<file path="config.mk">
export PLATFORM = sky130hd
export DESIGN_NAME = mbi5153_hub_arbiter_flat
export DESIGN_NICKNAME = d
export VERILOG_FILES = /design/src/rtl/mbi5153_hub_arbiter_if.sv /design/src/rtl/mbi5153_hub_arbiter.sv /design/src/flat_wrapper.sv
export SDC_FILE = /design/constraint.sdc
export NUM_CORES = 1
export LEC_CHECK = 0
export CORE_UTILIZATION = 37
export CTS_CLUSTER_DIAMETER = 60
export DETAILED_ROUTE_END_ITERATION = 12
export PLACE_DENSITY = 0.62
export SKIP_CTS_REPAIR_TIMING = 1
export SLEW_MARGIN = 20
export SYNTH_ARGS = -nofsm -noshare
export SYNTH_HDL_FRONTEND = slang
export SYNTH_SLANG_ARGS = --single-unit
export TNS_END_PERCENT = 10
</file>
<file path="constraint.sdc">
create_clock -name clk -period 2.2 [get_ports clk]
set_input_delay 0.22 -clock clk [delete_from_list [all_inputs] [get_ports clk]]
set_output_delay 0.22 -clock clk [all_outputs]
set_load 0.01 [all_outputs]
</file>
<file path="src/rtl/mbi5153_hub_arbiter_if.sv">
// HUB arbiter handshake bundle: requests/completions from the controller and
// executors, launch strobes, grant, mux select and status.
// Statistics signals exist only when MBI5153_HUB_ARB_STATS_EN is defined.
interface mbi5153_hub_arbiter_if;
  logic        enable;
  logic        req_vsync;
  logic        req_rcfg;
  logic        req_upgs;
  logic        done_vsync;
  logic        done_rcfg;
  logic        done_upgs;
  logic        start_vsync;
  logic        start_rcfg;
  logic        start_upgs;
  logic [1:0]  gnt;
  logic        hub_sel_cmd;
  logic        busy;
  logic [2:0]  ovf;
  logic        timeout;
`ifdef MBI5153_HUB_ARB_STATS_EN
  logic        stat_clr;
  logic [15:0] stat_vsync_gnt;
  logic [15:0] stat_rcfg_gnt;
  logic [15:0] stat_upgs_gnt;
  logic [7:0]  stat_tmo;

  modport master (
    output enable, req_vsync, req_rcfg, req_upgs, done_vsync, done_rcfg, done_upgs, stat_clr,
    input  start_vsync, start_rcfg, start_upgs, gnt, hub_sel_cmd, busy, ovf, timeout,
    input  stat_vsync_gnt, stat_rcfg_gnt, stat_upgs_gnt, stat_tmo
  );
  modport slave (
    input  enable, req_vsync, req_rcfg, req_upgs, done_vsync, done_rcfg, done_upgs, stat_clr,
    output start_vsync, start_rcfg, start_upgs, gnt, hub_sel_cmd, busy, ovf, timeout,
    output stat_vsync_gnt, stat_rcfg_gnt, stat_upgs_gnt, stat_tmo
  );
`else
  modport master (
    output enable, req_vsync, req_rcfg, req_upgs, done_vsync, done_rcfg, done_upgs,
    input  start_vsync, start_rcfg, start_upgs, gnt, hub_sel_cmd, busy, ovf, timeout
  );
  modport slave (
    input  enable, req_vsync, req_rcfg, req_upgs, done_vsync, done_rcfg, done_upgs,
    output start_vsync, start_rcfg, start_upgs, gnt, hub_sel_cmd, busy, ovf, timeout
  );
`endif
endinterface

</file>
<file path="src/rtl/mbi5153_hub_arbiter.sv">
// MBI5153 HUB arbiter: latches VSYNC / RCFG / UPGS requests, grants one job at
// a time (VSYNC > RCFG > UPGS), watchdogs it and inserts a guard gap after it.
// Optional grant/timeout statistics: define MBI5153_HUB_ARB_STATS_EN.
module mbi5153_hub_arbiter #(
  parameter int unsigned GUARD_CLKS   = 4,
  parameter int unsigned TIMEOUT_CLKS = 65535,
  parameter int unsigned TMO_WIDTH    = $clog2(TIMEOUT_CLKS + 1)
) (
  input logic                  clk,
  input logic                  rst_n,
  mbi5153_hub_arbiter_if.slave bus
);

  localparam int unsigned GuardWidth = (GUARD_CLKS > 1) ? $clog2(GUARD_CLKS) : 1;

  typedef enum logic [1:0] {StIdle, StLaunch, StWait, StGuard} state_e;

  state_e                state_q, state_d;
  logic [2:0]            pend_q, pend_d;
  logic [2:0]            ovf_q, ovf_d;
  logic [1:0]            gnt_q, gnt_d;
  logic                  sel_q, sel_d;
  logic [TMO_WIDTH-1:0]  wdog_q, wdog_d;
  logic [GuardWidth-1:0] guard_q, guard_d;
  logic [2:0]            req, done, start;
  logic [1:0]            winner;
  logic                  done_gnt, expired, launch, tmo;

  // Bit order everywhere: {UPGS, RCFG, VSYNC}; grant code is bit index + 1.
  assign req  = {bus.req_upgs, bus.req_rcfg, bus.req_vsync};
  assign done = {bus.done_upgs, bus.done_rcfg, bus.done_vsync};

  assign expired = (wdog_q == TMO_WIDTH'(TIMEOUT_CLKS));
  assign launch  = bus.enable && (pend_q != 3'b000);

  // Fixed-priority pick among pending jobs
  always_comb begin
    winner = 2'd3;
    if (pend_q[0]) winner = 2'd1;
    else if (pend_q[1]) winner = 2'd2;
  end

  // Completion of the granted job only; other DONE strobes are ignored
  always_comb begin
    case (gnt_q)
      2'd1:    done_gnt = done[0];
      2'd2:    done_gnt = done[1];
      2'd3:    done_gnt = done[2];
      default: done_gnt = 1'b0;
    endcase
  end

  // A START consumes the pending flag, but a same-cycle request re-arms it
  assign pend_d = (pend_q & ~start) | req;
  assign ovf_d  = req & pend_q & ~start;

  // Next-state, grant, watchdog and guard logic
  always_comb begin
    state_d = state_q;
    gnt_d   = gnt_q;
    sel_d   = sel_q;
    wdog_d  = wdog_q;
    guard_d = guard_q;
    start   = 3'b000;
    tmo     = 1'b0;
    unique case (state_q)
      StIdle: begin
        if (launch) begin
          state_d = StLaunch;
          gnt_d   = winner;
          sel_d   = (winner != 2'd3);
        end
      end
      StLaunch: begin
        start   = {gnt_q == 2'd3, gnt_q == 2'd2, gnt_q == 2'd1};
        state_d = StWait;
        wdog_d  = TMO_WIDTH'(1);
      end
      StWait: begin
        if (done_gnt || expired) begin
          // DONE in the expiry cycle counts as a normal release
          tmo     = !done_gnt;
          gnt_d   = 2'd0;
          guard_d = '0;
          state_d = (GUARD_CLKS == 0) ? StIdle : StGuard;
        end else begin
          wdog_d = wdog_q + TMO_WIDTH'(1);
        end
      end
      StGuard: begin
        if (guard_q == GuardWidth'(GUARD_CLKS - 1)) begin
          // Last guard cycle hands straight to the next launch when work waits
          if (launch) begin
            state_d = StLaunch;
            gnt_d   = winner;
            sel_d   = (winner != 2'd3);
          end else begin
            state_d = StIdle;
          end
        end else begin
          guard_d = guard_q + GuardWidth'(1);
        end
      end
      default: state_d = StIdle;
    endcase
  end

  // State and bookkeeping registers
  always_ff @(posedge clk or negedge rst_n) begin
    if (!rst_n) begin
      state_q <= StIdle;
      pend_q  <= 3'b000;
      ovf_q   <= 3'b000;
      gnt_q   <= 2'd0;
      sel_q   <= 1'b0;
      wdog_q  <= '0;
      guard_q <= '0;
    end else begin
      state_q <= state_d;
      pend_q  <= pend_d;
      ovf_q   <= ovf_d;
      gnt_q   <= gnt_d;
      sel_q   <= sel_d;
      wdog_q  <= wdog_d;
      guard_q <= guard_d;
    end
  end

  assign bus.start_vsync = start[0];
  assign bus.start_rcfg  = start[1];
  assign bus.start_upgs  = start[2];
  assign bus.gnt         = gnt_q;
  assign bus.hub_sel_cmd = sel_q;
  assign bus.busy        = (state_q != StIdle);
  assign bus.ovf         = ovf_q;
  assign bus.timeout     = tmo;

`ifdef MBI5153_HUB_ARB_STATS_EN
  logic [2:0][15:0] stat_gnt_q;
  logic [7:0]       stat_tmo_q;

  // Saturating grant and timeout counters; clear wins over increment
  always_ff @(posedge clk or negedge rst_n) begin
    if (!rst_n) begin
      stat_gnt_q <= '0;
      stat_tmo_q <= '0;
    end else if (bus.stat_clr) begin
      stat_gnt_q <= '0;
      stat_tmo_q <= '0;
    end else begin
      for (int i = 0; i < 3; i++) begin
        if (start[i] && (stat_gnt_q[i] != 16'hffff)) stat_gnt_q[i] <= stat_gnt_q[i] + 16'd1;
      end
      if (tmo && (stat_tmo_q != 8'hff)) stat_tmo_q <= stat_tmo_q + 8'd1;
    end
  end

  assign bus.stat_vsync_gnt = stat_gnt_q[0];
  assign bus.stat_rcfg_gnt  = stat_gnt_q[1];
  assign bus.stat_upgs_gnt  = stat_gnt_q[2];
  assign bus.stat_tmo       = stat_tmo_q;
`endif

endmodule

</file>
<file path="src/flat_wrapper.sv">
// flat-port wrapper written by rule: the top's interface ports become plain ports
module mbi5153_hub_arbiter_flat 
#(
  parameter int unsigned GUARD_CLKS   = 4,
  parameter int unsigned TIMEOUT_CLKS = 65535,
  parameter int unsigned TMO_WIDTH    = $clog2(TIMEOUT_CLKS + 1)
)
  (clk, rst_n, bus_enable, bus_req_vsync, bus_req_rcfg, bus_req_upgs, bus_done_vsync, bus_done_rcfg, bus_done_upgs, bus_start_vsync, bus_start_rcfg, bus_start_upgs, bus_gnt, bus_hub_sel_cmd, bus_busy, bus_ovf, bus_timeout);
  mbi5153_hub_arbiter_if bus_i ();
  input logic clk;
  input logic rst_n;
  input wire logic [$bits(bus_i.enable)-1:0] bus_enable;
  input wire logic [$bits(bus_i.req_vsync)-1:0] bus_req_vsync;
  input wire logic [$bits(bus_i.req_rcfg)-1:0] bus_req_rcfg;
  input wire logic [$bits(bus_i.req_upgs)-1:0] bus_req_upgs;
  input wire logic [$bits(bus_i.done_vsync)-1:0] bus_done_vsync;
  input wire logic [$bits(bus_i.done_rcfg)-1:0] bus_done_rcfg;
  input wire logic [$bits(bus_i.done_upgs)-1:0] bus_done_upgs;
  output wire logic [$bits(bus_i.start_vsync)-1:0] bus_start_vsync;
  output wire logic [$bits(bus_i.start_rcfg)-1:0] bus_start_rcfg;
  output wire logic [$bits(bus_i.start_upgs)-1:0] bus_start_upgs;
  output wire logic [$bits(bus_i.gnt)-1:0] bus_gnt;
  output wire logic [$bits(bus_i.hub_sel_cmd)-1:0] bus_hub_sel_cmd;
  output wire logic [$bits(bus_i.busy)-1:0] bus_busy;
  output wire logic [$bits(bus_i.ovf)-1:0] bus_ovf;
  output wire logic [$bits(bus_i.timeout)-1:0] bus_timeout;
  assign bus_i.enable = bus_enable;
  assign bus_i.req_vsync = bus_req_vsync;
  assign bus_i.req_rcfg = bus_req_rcfg;
  assign bus_i.req_upgs = bus_req_upgs;
  assign bus_i.done_vsync = bus_done_vsync;
  assign bus_i.done_rcfg = bus_done_rcfg;
  assign bus_i.done_upgs = bus_done_upgs;
  assign bus_start_vsync = bus_i.start_vsync;
  assign bus_start_rcfg = bus_i.start_rcfg;
  assign bus_start_upgs = bus_i.start_upgs;
  assign bus_gnt = bus_i.gnt;
  assign bus_hub_sel_cmd = bus_i.hub_sel_cmd;
  assign bus_busy = bus_i.busy;
  assign bus_ovf = bus_i.ovf;
  assign bus_timeout = bus_i.timeout;
  mbi5153_hub_arbiter #(.GUARD_CLKS(GUARD_CLKS), .TIMEOUT_CLKS(TIMEOUT_CLKS), .TMO_WIDTH(TMO_WIDTH)) u_core (.clk(clk), .rst_n(rst_n), .bus(bus_i));
endmodule
</file>
Word-level counts from Yosys, hierarchy flattened:

Index checks and enable logic that the tools add are counted.

* register bits: 29
* bits in latches: 0
* bits in writable memories: 0
* bits in read-only memories: 0
* bits of input ports: 9
* output and inout port bits: 11
* logic and storage cells: 65
* memories kept: 0

* $add $sub $neg: 2
* multiply operators: 0
* div/mod/pow operators: 0
* $lt $le $gt $ge: 0
* equality and inequality tests: 14
* shift-type cells: 0
* mux-type cells: 22
* bitwise operators: 5
* reduce and logical (&&, ||, !) cells: 15

Operator list (number)
* $pmux 16 s2: 1
* $add 16x1->16 const B: 1
* $eq 16x16->1 const B: 1
* $mux 16: 1
* $mux 2: 8
* $eq 2x2->1 const B: 5
* $and 3x3->3: 3
* $reduce_and 3->1: 3
* $pmux 2 s4: 1
* $reduce_bool 2->1: 4
* $mux 1: 6
* $ne 2x1->1 const B: 3
* $ne 2x2->1 const B: 3
* $pmux 2 s3: 1
* $reduce_bool 3->1: 2
* $eq 2x1->1 const B: 2
* $pmux 2 s2: 1
* $reduce_and 2->1: 2
* $mux 3: 1
* $not 3->3: 1
* $or 3x3->3: 1
* $pmux 1 s3: 1
* $add 2x1->2 const B: 1
* $logic_not 2->1: 1
* other kinds (4): 4

Depth between registers and ports, before layout:

* word-level depth: 6
* gate-level depth with buffers: 8
* gate-level depth less buffers: 7

Worst setup path before layout:

Ideal clock, no wire load.

* kind: register to register
* from: reg u_core.wdog_q[0]
* to: reg u_core.gnt_q[1], in the netlist u_core.bus.gnt[1]
* library setup time: 0.122 ns
* arrival: 1.767 ns
* required time: 2.078 ns
* slack: 0.311 ns
* cell stages (with the launch flop): 7
* path buffers: 0
* period minus slack after synthesis: 1.889 ns
* path through: dfrtp_1 -> ha_1 -> nand3_2 -> nor4_4 -> nor2_2 -> or4_4 -> o2bb2ai_1

* longest elaborated chain between the ends: 4

RTL lines
* start, declared: RTL line mbi5153_hub_arbiter.sv:23 `logic [TMO_WIDTH-1:0] wdog_q, wdog_d;`
* start signal, assigned: RTL line mbi5153_hub_arbiter.sv:124 `wdog_q <= wdog_d;`
* $eq 16x16->1: RTL line mbi5153_hub_arbiter.sv:33 `assign expired = (wdog_q == TMO_WIDTH'(TIMEOUT_CLKS));`
* $logic_or 1x1->1: RTL line mbi5153_hub_arbiter.sv:80 `if (done_gnt || expired) begin`
* $ne 2x1->1 (no source line)
* $reduce_and 3->1 (no source line)
* end signal, assigned: RTL line mbi5153_hub_arbiter.sv:122 `gnt_q <= gnt_d;`
* end, declared: RTL line mbi5153_hub_arbiter.sv:21 `logic [1:0] gnt_q, gnt_d;`

No other way between the ends.
A chain may end at the register's enable or synchronous reset.

Worst setup path in the final report:

Same ends and word-level chain as after synthesis.

==> results.md <==
- Vias in the first global route: 1,460
- Reg2reg path depth: 6
- CTS tree: yes
- Async SR Flop Fraction: 1.000
- Worst setup path start: u_core.wdog_q[0]
- Placed Instances: 248
- Vias per Instance: 5.646
- Top cells by area, synth: dfrtp_1 43%, ha_1 5.2%, mux2i_1 4.1%
- Status: finished clean
- YS warnings: 0
- WHS: 0.3219 ns
- Clock sinks: 29
- Fin nets: 223
- Routed WL: 4021 um
- Worst Setup Start Kind: register
- Final Setup Violations: 0
- Post-synthesis cell count: 176
- Fin cells: 260
- DR DRC count: 0
- Max FO, Critical Path: 9
- Wire length per cell: 15.47 um
- RSZ-0062 raised after global routing: true
- Port bufs: 19
- Crit path cell chain: ha_2 -> nand3_4 -> nor4_4 -> nor2_2 -> or4_4 -> o2bb2ai_1
- CP arrival: 2.28 ns
- H-tree depth: 2
- Post-synth EDFFs: 0
- Pwr Total: 0.002392 W
- RR Startpoint: u_core.wdog_q[0]
- TritonCTS Buffers: 5
- Final setup skew: 0.008874 ns
- Int Power: 0.001453 W
- Fmax achieved: 0.4733 GHz
- Worst setup path end: u_core.bus.gnt[1]
- # rows: 24
- Placed wire-length estimate: 2895 um
- Synthesized area: 1692 um^2
- Antenna fix cells: 0
- Pin count of the biggest net entering global routing: 30
- Sw Ratio: 0.3922
- Max-cap violations: 0
- Grt total ovfl: 0
- Root Driver: clkbuf_8
- Routability cong.: 0.8161
- Slowest cell on the critical path: or4_4
- IO Count: 20
- Leak: 0.9704 nW
- Die Area: 4846 um^2
- Post-synth cell types: 48
- Final clock period utilization by the worst path: 0.9605
- Worst min path class: in2async
- Largest area contributor in the netlist: dfrtp_1
- Pins over their slew limit: 0
- Mapped Nets: 192
- Clk_lat worst skew: 0.28 ns
- Filler Cell Count: 416
- Syn-to-layout area delta: 25.59%
- Critical Path Max Stage Delay: 0.54 ns
- Critical path type: reg2reg
- Vias: 1,468
- Reg2reg end: u_core.bus.gnt[1]
- Initial antenna violation count: 0
- Power Density: 1126 nW/um^2
- Iter 0 DRT Violations: 55
- Critical path endpoint category: register
- VDD IR max: 0.6091 mV
- DR pass1 iterations: 4
- Seq/Total Area, Yosys: 0.4290
- First-pass GRT wire length: 6734 um
- Die W: 69.62 um
- Seq pwr share: 0.328
- Final hold vios: 0
- #FFs+latches synth: 29
- Rel. slew slack: 0.7499
- Share of cells above drive strength 1: 0.1587
- CP required: 2.37 ns
- R2R Setup Slk: 0.09 ns
- P_sw: 0.0009380 W
- Worst-margin pin slew: 0.3658 ns
- Comb power frac: 0.467
- Final ANT Viol Nets: 0
- Core Area: 4384 um^2
- Worst-path clk slew: 0.06 ns
- Chip height: 69.62 um
- Syn_area_per_cell: 9.611 um^2
- Prevailing post-synth register cell: dfrtp_1
- All-layer global routing usage: 0.1746
- Initial core utilization: 0.3858
- Fraction of power consumed by the clock network: 0.205
- Minimum clock period: 2.113 ns
- Clk buf depth: 2
- Yosys top cell area share: 0.4290
[synthesized netlist by cell type, drive strengths merged (2+ instances only)]
master / n
nor3: 3
o21ai: 9
a21o: 2
and3: 6
or2: 2
mux2i: 7
ha: 7
nand2b: 6
o31ai: 2
o2bb2ai: 2
or4: 2
inv: 9
a22o: 2
a21oi: 6
buf: 5
xnor2: 2
o211ai: 5
nand3: 9
nor2: 12
nor4: 2
nor2b: 3
dfrtp: 29
a211o: 2
clkbuf: 2
nand4: 6
nand2: 18
a31oi: 2
[worst max-delay path, delay by kind of cell, from the launching register on]
family | cells | cell delay (ns)
adder cells (fa/ha/maj) | 1 | 0.26
AO/OA/AOI/OAI | 1 | 0.14
flip-flops | 1 | 0.42
AND/OR/NAND/NOR | 4 | 1.18
[placed cells by master, fill, tap and decap left out, drive strengths merged, types with 2 or more instances in the layout]
cell type	instances
dfrtp	29
nand2	18
clkdlybuf4s50	18
buf	12
nor2	12
o21ai	9
inv	9
nand3	9
mux2i	7
clkbuf	7
ha	7
and3	6
nand2b	6
a21oi	6
nand4	6
o211ai	5
nor2b	3
nor3	3
a21o	2
a211o	2
o31ai	2
o2bb2ai	2
a22o	2
a31oi	2
xnor2	2
nor4	2
or2	2
or4	2
[cells by family after synthesis]
kind of cell,after synthesis,synth area share
flops,29,0.4290
compound gates,42,0.1753
simple gates,72,0.2419
fa+ha+maj,7,0.05177
buf+inv,16,0.04364
mux,8,0.04808
xor+xnor,2,0.01036
[worst min path at each step]
stage                           start                      to  slack, ns  cells past startpoint
6_report                        rst_n        u_core.wdog_q[8]       0.32                      2
5_1_grt                         rst_n        u_core.pend_q[2]       0.36                      2
4_1_cts                         rst_n       u_core.guard_q[0]       0.34                      2
3_5_place_dp   u_core.bus.hub_sel_cmd  u_core.bus.hub_sel_cmd       0.46                      2
3_3_place_gp   u_core.bus.hub_sel_cmd  u_core.bus.hub_sel_cmd       0.45                      2
2_1_floorplan                   rst_n       u_core.bus.gnt[0]      -0.08                      0
[per-layer routing]
layer / part of all wire / global-route usage / vias up / wire length (um)
met4: 0.015 / 0.06222 / 0 / 60
li1: - / - / 707 / -
met1: 0.45 / 0.2127 / 723 / 1816
met2: 0.50 / 0.3085 / 31 / 2005
met5: 0 / 0 / - / 0
met3: 0.035 / 0.03052 / 7 / 139
[state kept, by name, indices dropped and copies added (netlist names)]
name                    count
u_core.wdog_q              16
u_core.pend_q               3
u_core.state_q              2
u_core.bus.ovf              3
u_core.bus.hub_sel_cmd      1
u_core.bus.gnt              2
u_core.guard_q              2
[through the flow]
step | setup slack, ns | setup TNS (ns) | utilization | cell area [um^2]
2_1_floorplan | 0.3110 | 0 | - | 1692
3_3_place_gp | 0.1243 | 0 | 0.4486 | 1967
3_5_place_dp | 0.06364 | 0 | 0.4486 | 1967
4_1_cts | -0.2476 | -0.2476 | 0.4717 | 2068
5_1_grt | -0.02906 | -0.03858 | 0.4846 | 2125
6_report | 0.08696 | 0 | 0.4846 | 2125
[power by group through the flow]
stage / Sequential (W) / Clock [W] / Combinational, W
2_1_floorplan: 0.000768 / 0 / 0.000725
5_1_grt: 0.000799 / 0.000530 / 0.00124
6_report: 0.000784 / 0.000491 / 0.00112
3_5_place_dp: 0.000786 / 0 / 0.00108
3_3_place_gp: 0.000771 / 0 / 0.00103
4_1_cts: 0.000775 / 0.000503 / 0.00108
[area by class of cell]
cell class / instances / area, um^2 / area share
multi-input combinational: 131 / 915.9 / 0.4311
sequential: 29 / 725.7 / 0.3416
timing repair buffer: 31 / 282.8 / 0.1331
clock buffer: 7 / 96.34 / 0.04535
tap: 52 / 65.06 / 0.03062
inverter: 9 / 33.78 / 0.01590
clock inverter: 1 / 5.005 / 0.002356
Note: power is estimated with default switching activity, not from simulation.
